File: config.mk
export PLATFORM = sky130hd
export DESIGN_NAME = serial_add_sub
export DESIGN_NICKNAME = d
export VERILOG_FILES = /design/src/rtl/serial_add_sub_pkg.sv /design/src/rtl/full_adder.sv /design/src/rtl/serial_add_sub.sv
export SDC_FILE = /design/constraint.sdc
export NUM_CORES = 1
export LEC_CHECK = 0
export CAP_MARGIN = 20
export CORE_MARGIN = 1.5
export CORE_UTILIZATION = 50
export CTS_CLUSTER_SIZE = 8
export DETAILED_ROUTE_END_ITERATION = 16
export GPL_TIMING_DRIVEN = 0
export MAX_ROUTING_LAYER = met4
export PLACE_DENSITY = 0.78
export REMOVE_ABC_BUFFERS = 1
export SLEW_MARGIN = 15
export SYNTH_ARGS = -nofsm -noshare
export SYNTH_HDL_FRONTEND = slang
export SYNTH_SLANG_ARGS = --single-unit
File: constraint.sdc
create_clock -name clk -period 3.4 [get_ports clk]
set_clock_uncertainty 0.05 [all_clocks]
set_input_delay 0.68 -clock clk [delete_from_list [all_inputs] [get_ports clk]]
set_output_delay 0.68 -clock clk [all_outputs]
set_load 0.01 [all_outputs]
File: src/rtl/serial_add_sub_pkg.sv
// Shared definitions for the bit-serial adder/subtractor: FSM state encoding and default width.
package serial_add_sub_pkg;

  localparam int unsigned DEFAULT_WIDTH = 8;

  typedef enum logic [1:0] {
    S_IDLE = 2'd0,
    S_RUN  = 2'd1,
    S_DONE = 2'd2
  } state_e;

endpackage : serial_add_sub_pkg

File: src/rtl/full_adder.sv
// Single-bit full adder: S = A ^ B ^ C0, C1 = carry out.
module full_adder (
  input  logic A,
  input  logic B,
  input  logic C0,
  output logic S,
  output logic C1
);

  assign S  = A ^ B ^ C0;
  assign C1 = (A & B) | (C0 & (A ^ B));

endmodule : full_adder

File: src/rtl/serial_add_sub.sv
// Bit-serial add/subtract, LSB first, one bit per clock through a single full adder and carry FF.
module serial_add_sub
  import serial_add_sub_pkg::*;
#(
  parameter int unsigned WIDTH = DEFAULT_WIDTH
) (
  input  logic             clk,
  input  logic             rst_n,
  input  logic             start,
  input  logic             sub,
  input  logic [WIDTH-1:0] a,
  input  logic [WIDTH-1:0] b,
  output logic             busy,
  output logic             done,
  output logic [WIDTH-1:0] sum,
  output logic             cout,
  output logic             overflow
);

  localparam int unsigned CNT_W = $clog2(WIDTH);

  state_e             r_state;
  state_e             w_state_nxt;
  logic [WIDTH-1:0]   r_a;
  logic [WIDTH-1:0]   r_b;
  logic [WIDTH-1:0]   r_sum;
  logic [CNT_W-1:0]   r_cnt;
  logic               r_carry;
  logic               r_busy;
  logic               r_done;
  logic               r_cout;
  logic               r_ovf;
  logic               w_s;
  logic               w_c1;
  logic               w_last;
  logic               w_load;

  full_adder u_fa (
    .A  (r_a[0]),
    .B  (r_b[0]),
    .C0 (r_carry),
    .S  (w_s),
    .C1 (w_c1)
  );

  assign w_last = (r_cnt == CNT_W'(WIDTH - 1));
  assign w_load = start && (r_state != S_RUN);

  // State register
  always_ff @(posedge clk) begin
    if (!rst_n) begin
      r_state <= S_IDLE;
    end else begin
      r_state <= w_state_nxt;
    end
  end

  // Next-state logic
  always_comb begin
    w_state_nxt = r_state;
    case (r_state)
      S_IDLE:  if (start) w_state_nxt = S_RUN;
      S_RUN:   if (w_last) w_state_nxt = S_DONE;
      S_DONE:  w_state_nxt = start ? S_RUN : S_IDLE;
      default: w_state_nxt = S_IDLE;
    endcase
  end

  // Datapath and registered status flags; B is inverted and carry seeded with 1 for subtraction
  always_ff @(posedge clk) begin
    if (!rst_n) begin
      r_a     <= '0;
      r_b     <= '0;
      r_sum   <= '0;
      r_cnt   <= '0;
      r_carry <= 1'b0;
      r_busy  <= 1'b0;
      r_done  <= 1'b0;
      r_cout  <= 1'b0;
      r_ovf   <= 1'b0;
    end else begin
      r_busy <= (w_state_nxt == S_RUN);
      r_done <= (w_state_nxt == S_DONE);
      if (w_load) begin
        r_a     <= a;
        r_b     <= sub ? ~b : b;
        r_carry <= sub;
        r_cnt   <= '0;
        r_sum   <= '0;
      end else if (r_state == S_RUN) begin
        r_sum   <= {w_s, r_sum[WIDTH-1:1]};
        r_carry <= w_c1;
        r_a     <= r_a >> 1;
        r_b     <= r_b >> 1;
        r_cnt   <= r_cnt + CNT_W'(1);
        if (w_last) begin
          r_cout <= w_c1;
          r_ovf  <= r_carry ^ w_c1;
        end
      end
    end
  end

  assign busy     = r_busy;
  assign done     = r_done;
  assign sum      = r_sum;
  assign cout     = r_cout;
  assign overflow = r_ovf;

endmodule : serial_add_sub

# Yosys cells after proc, flatten, opt, wreduce, memory -nomap -nowiden
# Index checks and enable logic that the tools add are counted.
[totals] register_bits=34 input_bits=20 out_inout_bits=12
[op_classes] add_sub_neg=1 eq_ne=6 n_mux=11 bitwise_logic=9 n_reduce_logical=5
[op_table] operator="8-bit two-way mux" count=5
[op_table] operator="8-bit inverter" count=1
[op_table] operator="2-bit one-hot mux with 3 select lines" count=1
[op_table] operator="2-bit by 1-bit == test with 1-bit output, second input constant" count=2
[op_table] operator="2-bit == test, second input constant" count=2
[op_table] operator="2-bit two-way mux" count=2
[op_table] operator="3-bit by 1-bit adder with 3-bit output, second input constant" count=1
[op_table] operator="3-bit == test, second input constant" count=1
[op_table] operator="1-bit two-way mux" count=3
[op_table] operator="3-bit AND reduction" count=1
[op_table] operator="1-bit bitwise XOR" count=3
[op_table] operator="1-bit bitwise AND" count=2
[op_table] operator="2-bit zero test" count=1
[op_table] operator="2-bit by 1-bit != test with 1-bit output, second input constant" count=1
[op_table] operator="1-bit inverter" count=2
[op_table] operator="2-bit nonzero test" count=1
[op_table] operator="2-bit OR reduction" count=1
[op_table] operator="1-bit logical AND" count=1
[op_table] operator="1-bit OR" count=1

# Depth between registers and ports, before layout
# Gate-level depths: netlist of the first run.
[logic_depth] word_depth=5 mapped_depth=5

# Cells and area by module
# From an unflattened synthesis of the first run, not the netlist that was laid out.
[unflattened] hier_cells=163 area_unflattened_um2=1581.5
[by_module_without_submodules] module="serial_add_sub" instances=1 cells_per_inst=162 area_each_um2=1561.5 seq_area_each_um2=680.7
[by_module_without_submodules] module="full_adder" instances=1 cells_per_inst=1 area_each_um2=20.0 seq_area_each_um2=0.0

# Least setup slack after synthesis of the first run
# OpenSTA, ideal clock, no wires.
[synth_timing] path_type="input port to flip-flop" from="in start" to="reg r_cnt[0]" arrival_ps=1247 setup_slack_ps=1987 stages=5 path_buffers=2 path_cell_list="buf_6 > inv_4 > o21ai_2 > buf_6 > nor2_2"
[synth_between] elab_chain_len=2
[synth_lines] element="start: declaration" line="serial_add_sub.sv:9" text="input logic start,"
[synth_lines] element="1-bit logical AND" line="serial_add_sub.sv:47" text="assign w_load = start && (r_state != S_RUN);"
[synth_lines] element="2-bit OR reduction (no source line)"
[synth_lines] element="end signal: assignment" line="serial_add_sub.sv:95" text="r_cnt <= r_cnt + CNT_W'(1);"
[synth_lines] element="end: declaration" line="serial_add_sub.sv:27" text="logic [CNT_W-1:0] r_cnt;"
# Every way passes these cells.
# A chain may end at the register's enable or synchronous reset.

# Final worst setup path of the first run
[layout_timing] from="in start" to="reg r_cnt[1]"
# Same word-level chain as after synthesis.

==> results of run 1 <==
## final timing paths
path,slack [ns],to,from
max,0.95,r_cnt[1],start
min,0.42,r_cnt[1],r_cnt[1]
max reg2reg,1.90,r_b[1],r_state[1]
min reg2reg,0.42,r_cnt[1],r_cnt[1]
## registers in the layout, indices dropped and copies added, names as in the netlist
register,flops
busy,1
cout,1
done,1
overflow,1
r_a,8
r_b,8
r_carry,1
r_cnt,3
r_state,2
sum,8
## metrics by stage
step	power, mW	hold WS [ns]	cell area [sq um]	instances
global route	0.836	0.454	1900	234
global placement	0.565	0.396	1830	226
detailed placement	0.571	0.403	1840	226
finish	0.796	0.416	1900	234
CTS	0.803	0.418	1900	234
floorplan	0.518	0.390	1470	151
## cells by family after synthesis
logic type	count (synthesis)	synth area share (%)
simple gates	53	14.4
compound gates	39	20.5
flops	34	43.0
buf+inv	15	7.99
xor+xnor	10	5.54
mux	9	5.70
fa+ha+maj	3	2.85
## worst reg2reg max path, stage by stage, from the launching register on
cell and delay [ns]:
dfxtp_1 0.34, nand2b_2 0.63, o21ai_1 0.17, o31ai_1 0.24
## power breakdown
| part | leakage [nW] | switching, mW | internal, mW | total (mW) |
|---|---|---|---|---|
| clock network | 0.0343 | 0.137 | 0.0993 | 0.236 |
| registers | 0.278 | 0.0128 | 0.421 | 0.433 |
| logic | 0.368 | 0.0679 | 0.0593 | 0.127 |
| total | 0.680 | 0.217 | 0.579 | 0.796 |
## cell type report
cell class	instances	area, sq um	area share, %
well taps	44	55.1	2.90
clock inverters	2	12.5	0.658
inverters	3	13.8	0.724
flip-flops and latches	34	681	35.8
clock buffers	6	51.3	2.70
multi-input cells	114	777	40.9
repair buffers	31	310	16.3
## cells in the mapped netlist, types with 2 or more instances
cell | number | area (sq um)
dfxtp_1 | 34 | 681
o21ai_1 | 7 | 35.0
nand3_1 | 8 | 40.0
a21oi_2 | 9 | 78.8
xnor2_1 | 3 | 26.3
xor2_1 | 7 | 61.3
buf_2 | 3 | 15.0
a21oi_1 | 3 | 15.0
buf_6 | 8 | 90.1
nor2_1 | 17 | 63.8
mux2i_1 | 9 | 90.1
o31ai_1 | 7 | 52.6
nor3_1 | 2 | 10.0
nand2_1 | 21 | 78.8
a211oi_2 | 8 | 100
ha_1 | 2 | 25.0
and2_1 | 2 | 12.5
## metal layers
layer | part of all wire (%) | vias to the layer above | global-route usage, %
li1 | - | 613 | -
met3 | 5.1 | 3 | 6.77
met4 | 1.1 | 0 | 5.19
met1 | 43 | 544 | 22.1
met5 | 0 | - | -
met2 | 51 | 28 | 28.9
==> flow_summary.yaml, run 1 <==
outcome:
  status: "finished clean"
drt:
  ant_nets: 0
  drc: 0
  vias: 1188
  drt_pass1_iterations: 4
  avgViaCountPerCell: 5.08
  finalWirelength_mm: 2.79
  wl_per_cell_microns: 11.9
  drt-initial-drc-count: 21
hold_path:
  hold_path.class: "reg2reg"
  min_path_cells: 2
synthesis:
  syn_inst: 163
  synth_area_sq_um: 1580
  ys_seq_area_share_pct: 43.0
  synth_cell_types: 30
  synth_seq_cells: 34
  synth_edf_count: 0
  ys.flop_type: "dfxtp_1"
  syn_area_per_cell_sq_um: 9.70
  synthArstFlopShare_pct: 0
  ys_warn_count: 0
finish:
  final_common_cell: "dfxtp_1"
  syn2layout_area_growth_pct: 20.2
  drive_above_1_share_pct: 16.8
  utilization_pct: 62.8
  nFillCells: 280
  nets: 212
  antenna_cells: 0
  final_cell_mix: "dfxtp_1 (34), clkdlybuf4s50_1 (31), nand2_1 (21)"
setup_path:
  cp_max_fo: 19
  reg2reg_depth: 3
  cp_top_family: "buffers and inverters"
  path_class: "in2reg"
  slowest_delay_ns: 1.09
  cp-end-kind: "flip-flop"
  crit_chain: "clkdlybuf4s50_1, inv_4, o21ai_2, a21oi_1"
  cp_num_cells: 4
  required_ns: 3.55
  start_kind: "input port"
  cp_slowest_cell: "clkdlybuf4s50_1"
  crit_buf_inv: 2
  crit_arrival_ns: 2.60
global_route:
  grt_pass1_vias: 1054
  grt_pass1_wl_mm: 4.67
  grt_max_degree: 39
  grt_antenna_before_repair: 0
  track_usage_pct: 18.4
  overflow: 0
place:
  place_congestion: 0.773
  place_hpwl_mm: 1.93
  dp_slack_ns: 0.588
  io_buffers: 31
die:
  start_util_pct: 52.2
  die_x_microns: 59.2
  io_pins: 32
  rows: 20
  dieArea_sq_um: 3510
  core-area_sq_um: 3030
  die_h_microns: 59.2
clocking:
  cts_tree: "yes"
  cts.repair.resized: 0
  cts.sinks: 34
  clk_latency_ns: 0.34
  holdBufCountCts: 0
  cts-root-buf: "clkbuf_4"
  htreeDepth: 2
  cts.clk_slew.worst_paths_ns: 0.10
  postCtsSetupBuffers: 0
  max-clock-path-buffers: 2
  cts_buffers: 5
pwr:
  power.density_nw_per_um2: 419
  p_leak_nw: 0.680
  ir_drop_mv: 0.279
sta:
  rsz0062_at_grt: "no"
  hold_viol: 0
  tns_ns: 0
  slew_viol_final: 0
  slew_headroom_pct: 36.7
  setup_violations: 0
  fin_ws_ns: 0.949
  max_freq_ghz: 0.408
  tightest_slew_ns: 0.947
  finalCritPeriodShare_pct: 72.1
  period_minus_slack_ns: 2.45
flow_run:
  drv_cap: 0
No activity file was read; power rests on OpenSTA's default activity.
==> run 2, diff against run 1 <==
Settings changed: CORE_UTILIZATION 50 to 45, PLACE_DENSITY 0.78 to 0.74.
Clock period 3.4 ns to 2.1 ns, I/O delays scaled along.
==> flow_summary.yaml, run 2 (synthesis results as in run 1) <==
outcome:
  status: "finished clean"
place:
  placed_area_sq_um: 1840
  io_buffers: 31
  dp_slack_ns: -0.470
  place_congestion: 0.756
  place_hpwl_mm: 2.00
sta:
  finalCritPeriodShare_pct: 92.1
  tns_ns: 0
  slew_headroom_pct: 37.3
  period_minus_slack_ns: 1.93
  setup_violations: 0
  tightest_slew_ns: 0.941
  fin_ws_ns: 0.166
  hold_viol: 0
  rsz0062_at_grt: "no"
  slew_viol_final: 0
  max_freq_ghz: 0.517
  whs_ns: 0.417
drt:
  avgViaCountPerCell: 5.28
  drc: 0
  ant_nets: 0
  finalWirelength_mm: 2.81
  drt-initial-drc-count: 42
  vias: 1240
  wl_per_cell_microns: 11.9
  drt_pass1_iterations: 4
pwr:
  switching_share_pct: 26.5
  power_switching_mw: 0.325
  power_frac_seq_pct: 57.3
  ir_drop_mv: 0.301
  intPower_mw: 0.902
  p_leak_nw: 0.673
  power.density_nw_per_um2: 652
  pwr-share-clk_pct: 26.1
  combPwrFrac_pct: 16.7
die:
  die_h_microns: 62.3
  rows: 21
  io_pins: 32
  die_x_microns: 62.3
  core-area_sq_um: 3360
  start_util_pct: 47.0
  dieArea_sq_um: 3880
clocking:
  cts.sinks: 34
  max-clock-path-buffers: 2
  cts_tree: "yes"
  cts-root-buf: "clkbuf_4"
  cts.clk_slew.worst_paths_ns: 0.10
  cts_buffers: 5
  htreeDepth: 2
  clk_latency_ns: 0.33
  holdBufCountCts: 0
  postCtsSetupBuffers: 0
setup_path:
  cp_slowest_cell: "dlygate4sd2_1"
  path_class: "in2reg"
  crit_arrival_ns: 2.09
  cp_top_family: "buffers and inverters"
  crit_buf_inv: 2
  cp_max_fo: 19
  cp-end-kind: "flip-flop"
  crit_chain: "dlygate4sd2_1, inv_4, o21ai_2, nor2_2"
  slowest_delay_ns: 0.82
  required_ns: 2.25
  start_kind: "input port"
finish:
  syn2layout_area_growth_pct: 19.1
  fin_area_sq_um: 1880
  final_common_cell: "dfxtp_1"
  antenna_cells: 0
  drive_above_1_share_pct: 15.3
  final_cell_mix: "dfxtp_1 (34), clkdlybuf4s50_1 (30), nand2_1 (21)"
  nets: 212
  nFillCells: 332
global_route:
  grt_pass1_vias: 1162
  grt_pass1_wl_mm: 4.74
  track_usage_pct: 15.9
  grt_max_degree: 39
  overflow: 0
  grt_antenna_before_repair: 0
hold_path:
  hold_path.class: "reg2reg"
flow_run:
  drv_cap: 0
## run 2: through the flow
| step | cells | total power, mW | utilization, % |
|---|---|---|---|
| after global placement | 228 | 0.915 | 54.6 |
| after CTS | 235 | 1.24 | 56.0 |
| after floorplan | 151 | 0.839 | - |
| after detailed placement | 228 | 0.926 | 54.7 |
| after global routing | 235 | 1.31 | 56.0 |
| final | 235 | 1.23 | 56.0 |
## run 2: tightest hold or removal path, stage by stage (launching register included)
cell,delay [ns]
dfxtp_1,0.32
nand2_1,0.05
a21oi_1,0.05
## run 2: worst paths after layout
| path | slack (ns) | start | depth (start not counted) | end |
|---|---|---|---|---|
| worst max-delay path | 0.17 | start | 4 | r_cnt[0] |
| worst max register to register | 0.63 | r_state[1] | 3 | r_b[6] |
| worst min register to register | 0.42 | r_cnt[1] | 2 | r_cnt[1] |
| worst min-delay path | 0.42 | r_cnt[1] | 2 | r_cnt[1] |
## run 2: layout make-up
| type | instances | area [sq um] | share of cell area (%) |
|---|---|---|---|
| clock buffers | 7 | 45.0 | 2.39 |
| inverters | 3 | 13.8 | 0.731 |
| multi-input cells | 114 | 777 | 41.3 |
| flip-flops and latches | 34 | 681 | 36.1 |
| well taps | 46 | 57.6 | 3.06 |
| repair buffers | 31 | 309 | 16.4 |
## run 2: routing by layer
metal	share of wire, %	track usage [%]
met4	1.3	5.00
met3	6.6	6.70
met5	0	-
met1	41	14.8
met2	51	29.3
## run 2: power groups by stage
stage	Sequential (mW)	Clock (mW)	Combinational, mW
after detailed placement	0.717	0	0.208
after global placement	0.715	0	0.200
after global routing	0.707	0.375	0.225
after floorplan	0.714	0	0.125
after CTS	0.702	0.334	0.207
final	0.703	0.320	0.205
## run 2: timing repair
action	in CTS	in global routing
endpoints found under the setup margin	11	0
hold endpoints to repair	0	0
gates resized for setup	1	0
